File: src/rtl/fetch_pc_unit.sv
`default_nettype none
// ============================================================================
// Module   : fetch_pc_unit
// Purpose  : Fetch stage of the single-cycle MIPS core. Holds the PC, fetches
//            each instruction over a req/ack handshake, presents it to
//            decode/control, and commits the next PC once per instruction.
// Ports    : clk, rst            - clock, synchronous active-high reset
//            imem_req/addr       - fetch request and address (addr == pc)
//            imem_ack/rdata      - fetch completion and instruction word
//            instr/instr_valid   - captured instruction, valid during EXEC
//            pc/pc_plus4         - current PC and its jal link value
//            jump/branch/nequal/jr/alu_zero/rs_data - next-PC controls
//            stall               - hold the instruction in EXEC
//            retired             - retired-instruction counter
// Revision : 1.0 - initial release
// ============================================================================
module fetch_pc_unit #(
    parameter logic [31:0] RESET_PC = 32'h0000_0000
) (
    input  logic        clk,
    input  logic        rst,
    output logic        imem_req,
    output logic [31:0] imem_addr,
    input  logic        imem_ack,
    input  logic [31:0] imem_rdata,
    output logic [31:0] instr,
    output logic        instr_valid,
    output logic [31:0] pc,
    output logic [31:0] pc_plus4,
    input  logic        jump,
    input  logic        branch,
    input  logic        nequal,
    input  logic        jr,
    input  logic        alu_zero,
    input  logic [31:0] rs_data,
    input  logic        stall,
    output logic [31:0] retired
);

    localparam logic [1:0] c_BOOT  = 2'd0;
    localparam logic [1:0] c_FETCH = 2'd1;
    localparam logic [1:0] c_EXEC  = 2'd2;

    logic [1:0]  r_state;
    logic [31:0] r_pc;
    logic [31:0] r_instr;
    logic [31:0] r_retired;

    logic [31:0] w_pc_plus4;
    logic [31:0] w_br_off;
    logic        w_jr_q;
    logic        w_taken;
    logic [31:0] w_next_pc;
    logic        w_unused_ok;

    assign w_pc_plus4 = r_pc + 32'd4;

    // Control derives jr from funct alone, so only trust it on R-type opcodes.
    assign w_jr_q  = jr & (r_instr[31:26] == 6'b000000);
    assign w_taken = branch & (alu_zero ^ nequal);
    assign w_br_off = {{14{r_instr[15]}}, r_instr[15:0], 2'b00};

    // The jr target is word-aligned by force; the low bits of rs are dropped.
    assign w_unused_ok = &{1'b0, rs_data[1:0]};

    always_comb begin
        w_next_pc = w_pc_plus4;
        if (w_jr_q) begin
            w_next_pc = {rs_data[31:2], 2'b00};
        end else if (jump) begin
            w_next_pc = {w_pc_plus4[31:28], r_instr[25:0], 2'b00};
        end else if (w_taken) begin
            w_next_pc = w_pc_plus4 + w_br_off;
        end
    end

    always_ff @(posedge clk) begin
        if (rst) begin
            r_state   <= c_BOOT;
            r_pc      <= RESET_PC;
            r_instr   <= 32'd0;
            r_retired <= 32'd0;
        end else begin
            case (r_state)
                c_BOOT: begin
                    r_state <= c_FETCH;
                end
                c_FETCH: begin
                    if (imem_ack) begin
                        r_instr <= imem_rdata;
                        r_state <= c_EXEC;
                    end
                end
                c_EXEC: begin
                    if (!stall) begin
                        r_pc      <= w_next_pc;
                        r_retired <= r_retired + 32'd1;
                        r_state   <= c_FETCH;
                    end
                end
                default: begin
                    r_state <= c_BOOT;
                end
            endcase
        end
    end

    assign imem_req    = (r_state == c_FETCH);
    assign imem_addr   = r_pc;
    assign instr_valid = (r_state == c_EXEC);
    assign instr       = r_instr;
    assign pc          = r_pc;
    assign pc_plus4    = w_pc_plus4;
    assign retired     = r_retired;

endmodule
`default_nettype wire

File: config.mk
export PLATFORM = sky130hd
export DESIGN_NAME = fetch_pc_unit
export DESIGN_NICKNAME = d
export VERILOG_FILES = /design/src/rtl/fetch_pc_unit.sv
export SDC_FILE = /design/constraint.sdc
export NUM_CORES = 1
export LEC_CHECK = 0
export ABC_CLOCK_PERIOD_IN_PS = 5400
export CORE_MARGIN = 3
export CORE_UTILIZATION = 35
export CTS_BUF_LIST = sky130_fd_sc_hd__clkbuf_4 sky130_fd_sc_hd__clkbuf_8
export CTS_CLUSTER_SIZE = 12
export DETAILED_ROUTE_END_ITERATION = 8
export GPL_TIMING_DRIVEN = 0
export PLACE_DENSITY = 0.66
export SYNTH_ARGS = -nofsm -noshare
export SYNTH_HDL_FRONTEND = slang
export SYNTH_SLANG_ARGS = --single-unit
export TNS_END_PERCENT = 50
File: constraint.sdc
create_clock -name clk -period 5.4 [get_ports clk]
set_input_delay 1.62 -clock clk [delete_from_list [all_inputs] [get_ports clk]]
set_output_delay 1.62 -clock clk [all_outputs]
set_load 0.005 [all_outputs]
==> metrics <==
core utilization of the finished layout=0.509; proportion of power drawn by combinational gates=0.219; clock root cell=sky130_fd_sc_hd__clkbuf_8; largest net degree at the start of global routing=26; area post-placement=0.00949 mm^2; min Tclk post-route=4.97 ns; number of global-route vias before repair=7227; Total GRT Usage=0.241; number of DRC violations after detailed-routing iteration 0=554; Max H-tree Level=3; Critical Setup Path Class=reg -> out; count of antenna diodes in the layout=0; floorplan die width=146 um; synthesized netlist cell count=895; path class of the lowest-slack min-delay path=reg -> reg; average wire per cell in the routed design=19.2 um; maximum cell stage delay along the critical path=0.60 ns; Post-CTS Setup Bufs=0; power per cell area=165 mW/mm^2; HPWL after detailed placement=20.3 mm; Max IR drop VDD=0.000130 V; number of nets at the end of the flow=1247; warning count from the yosys run=0; total leakage power=0.00381 uW; synthesized-area fraction occupied by and/or/nand/nor cells=0.234; Hold Violations, Final=0; maximum root-to-sink buffer count=2; Post-Route Skew=0.0133 ns; kind of start point of the critical path=flop; leading register cell type out of synthesis=sky130_fd_sc_hd__dfxtp_1; Port Buffers=225; CP endpoint kind=primary output; cell-internal power=1070 uW; Final GP Congestion=0.926; Hold Buf Count CTS=0; number of sinks driven by the clock tree=96; Setup TNS=0 ns; number of flops mapped to enable cells by yosys=0; remaining global-route overflow=0; slowest CP cell=sky130_fd_sc_hd__dfxtp_1; overall die height=146 um; Synth Cell Area=0.00689 mm^2; layout cell share with drive strength beyond 1=0.0710; aggregate routed wire length=26.9 mm; outcome=finished clean; final cycle utilization of the critical path=0.921; Worst EP arrival=3.35 ns; Hold Path Cell Cnt=2; combined buffer and inverter count along the critical path=1; setup repair after global routing missed its margin=no; number of buffers created by CTS=9; crit path cell chain=ha_1, and4_1, nand3_1, nor2_1, nand2_1, xnor2_1, clkdlybuf4s50_1; final cell area excluding filler cells=0.00967 mm^2; Critical Path RT=3.78 ns; post-synthesis xor/xnor area fraction=0.0951; clock tree from TritonCTS=yes; first-pass GRT wire length=40.8 mm; Sequential Power Share=0.473; Distinct cells, synth=75; Critical Path Stages=7; remaining antenna violation count=0; count of pins over their slew limit=0; synthesized-area fraction occupied by adder cells=0.0701; relative slew slack=0.289; DRC Markers=0; initial cell density of the core=0.363; switching power total=525 uW; cell class contributing the biggest share of worst-path delay=simple AND/OR/NAND/NOR gates; core outline area=0.0190 mm^2; cell count after placement=1385; area overhead of the layout relative to synthesis=40.3%; Skew-Pair Late Insertion Delay=0.40 ns; vias after detailed routing=7462; top achievable clock speed=201 MHz; number of cells on the worst reg-to-reg path=15; combinational family with the most area after synthesis=compound AO/OA/AOI/OAI gates; synthesized-area fraction occupied by ao, oa, aoi and oai cells=0.243; Design Power=1600 uW; number of standard-cell rows in the floorplan=50; number of antenna violations at the first check in global routing=1; switching portion of total power=0.329; DIE AREA=0.0214 mm^2; proportion of synthesized area in mux cells=0.00617; async set-or-reset flop fraction in the synthesized netlist=0; Via-to-Cell Ratio=5.33; share of synthesized area occupied by flip-flops and latches=0.279; io pins=235; Layout Cells excl Fill=1401; crit path max fanout=8; number of fill cells in the layout=1933; Max-cap violations=0; post-CTS resize count=0; Final setup violation count=0; worst slew pin tran=1.07 ns; Post-Syn Area per Cell=7.70 um^2; portion of total power attributed to the clock network=0.308; clock transition time at the flip-flop clock pins of the worst setup and hold paths=0.12 ns; first-pass iteration count of the detailed router=5; number of register bits inferred by synthesis=96
layout by cell type (no fill, tap or decap), types with 4 or more instances in the layout:
cell type,count
sky130_fd_sc_hd__nand4_1,12
sky130_fd_sc_hd__or3_1,10
sky130_fd_sc_hd__nand3_1,31
sky130_fd_sc_hd__a211oi_1,13
sky130_fd_sc_hd__ha_1,37
sky130_fd_sc_hd__a221oi_1,9
sky130_fd_sc_hd__xnor2_1,36
sky130_fd_sc_hd__dfxtp_1,96
sky130_fd_sc_hd__nor2_1,81
sky130_fd_sc_hd__o22ai_1,8
sky130_fd_sc_hd__o211ai_1,16
sky130_fd_sc_hd__nand2_1,135
sky130_fd_sc_hd__clkbuf_8,9
sky130_fd_sc_hd__a21o_1,19
sky130_fd_sc_hd__o211a_1,5
sky130_fd_sc_hd__xor2_1,37
sky130_fd_sc_hd__inv_1,14
sky130_fd_sc_hd__nor3_1,19
sky130_fd_sc_hd__buf_1,4
sky130_fd_sc_hd__o21ai_0,22
sky130_fd_sc_hd__o21a_1,9
sky130_fd_sc_hd__buf_4,36
sky130_fd_sc_hd__a21oi_1,92
sky130_fd_sc_hd__clkdlybuf4s50_1,225
sky130_fd_sc_hd__conb_1,6
sky130_fd_sc_hd__and3_1,27
sky130_fd_sc_hd__nor2b_1,4
sky130_fd_sc_hd__clkbuf_1,40
sky130_fd_sc_hd__o21ai_1,7
sky130_fd_sc_hd__and2_1,5
sky130_fd_sc_hd__o21bai_1,5
layout make-up:
cell class / instances / area [um^2] / share of cell area
Clock buffer: 10 / 131 / 0.0136
Inverter: 16 / 60.1 / 0.00621
Clock inverter: 6 / 51.3 / 0.00530
Timing Repair Buffer: 225 / 2250 / 0.233
Sequential cell: 96 / 1920 / 0.199
Tap cell: 260 / 325 / 0.0336
Multi-Input combinational cell: 707 / 4490 / 0.464
Buffer: 81 / 440 / 0.0455
stage by stage:
step / hold WS [ns] / setup slack [ns]
after floorplan: 0.461 / 1.72
after global placement: 0.461 / 0.908
after detailed placement: 0.464 / 0.877
after CTS: 0.480 / 0.386
after global routing: 0.496 / 0.182
final: 0.481 / 0.426
logic make-up after synthesis:
group,Yosys count
other,1
muxes,4
buffers and inverters,97
adders and majority gates,38
DFF,96
xor gates and xnor gates,74
AOI/OAI and AO/OA,240
and+or+nand+nor,345
routing by layer:
layer / wire length, um / GRT usage / up-vias / part of all wire
met3: 1970 / 0.0624 / 51 / 0.073
met5: 12 / 0 / - / 0.00045
met1: 11900 / 0.311 / 3477 / 0.44
met2: 12300 / 0.395 / 298 / 0.46
met4: 733 / 0.0786 / 2 / 0.027
li1: - / - / 3634 / -
cell usage after synthesis, types with 22 or more instances:
library cell / count / share of area
sky130_fd_sc_hd__nand2_1: 135 / 0.074
sky130_fd_sc_hd__dfxtp_1: 96 / 0.28
sky130_fd_sc_hd__a21oi_1: 92 / 0.067
sky130_fd_sc_hd__nor2_1: 81 / 0.044
sky130_fd_sc_hd__clkbuf_1: 40 / 0.022
sky130_fd_sc_hd__ha_1: 37 / 0.067
sky130_fd_sc_hd__xor2_1: 37 / 0.047
sky130_fd_sc_hd__buf_4: 36 / 0.039
sky130_fd_sc_hd__xnor2_1: 36 / 0.046
sky130_fd_sc_hd__nand3_1: 31 / 0.023
sky130_fd_sc_hd__and3_1: 27 / 0.025
sky130_fd_sc_hd__o21ai_0: 22 / 0.016
power by group through the flow:
stage / sequential (uW) / combinational, uW / clock, uW
after floorplan: 764 / 166 / 0
after global placement: 771 / 344 / 0
after detailed placement: 771 / 346 / 0
after CTS: 755 / 348 / 501
after global routing: 759 / 378 / 526
final: 756 / 350 / 493
sequential cells by signal (all words and copies together) (netlist names):
register / count
imem_addr: 30
instr: 32
r_state: 2
retired: 32
worst min-delay path: stages, from the launching register on:
cell and delay (ns):
sky130_fd_sc_hd__dfxtp_1 0.34, sky130_fd_sc_hd__nand2_1 0.05, sky130_fd_sc_hd__a21oi_1 0.05
path summary, 6_finish.rpt:
kind / start / endpoint / slack, ns
max: imem_addr[2] / pc_plus4[26] / 0.43
max reg2reg: imem_addr[2] / imem_addr[27] / 0.83
min reg2reg: instr[26] / instr[26] / 0.48
min: instr[26] / instr[26] / 0.48
No activity file was read; power rests on OpenSTA's default activity.
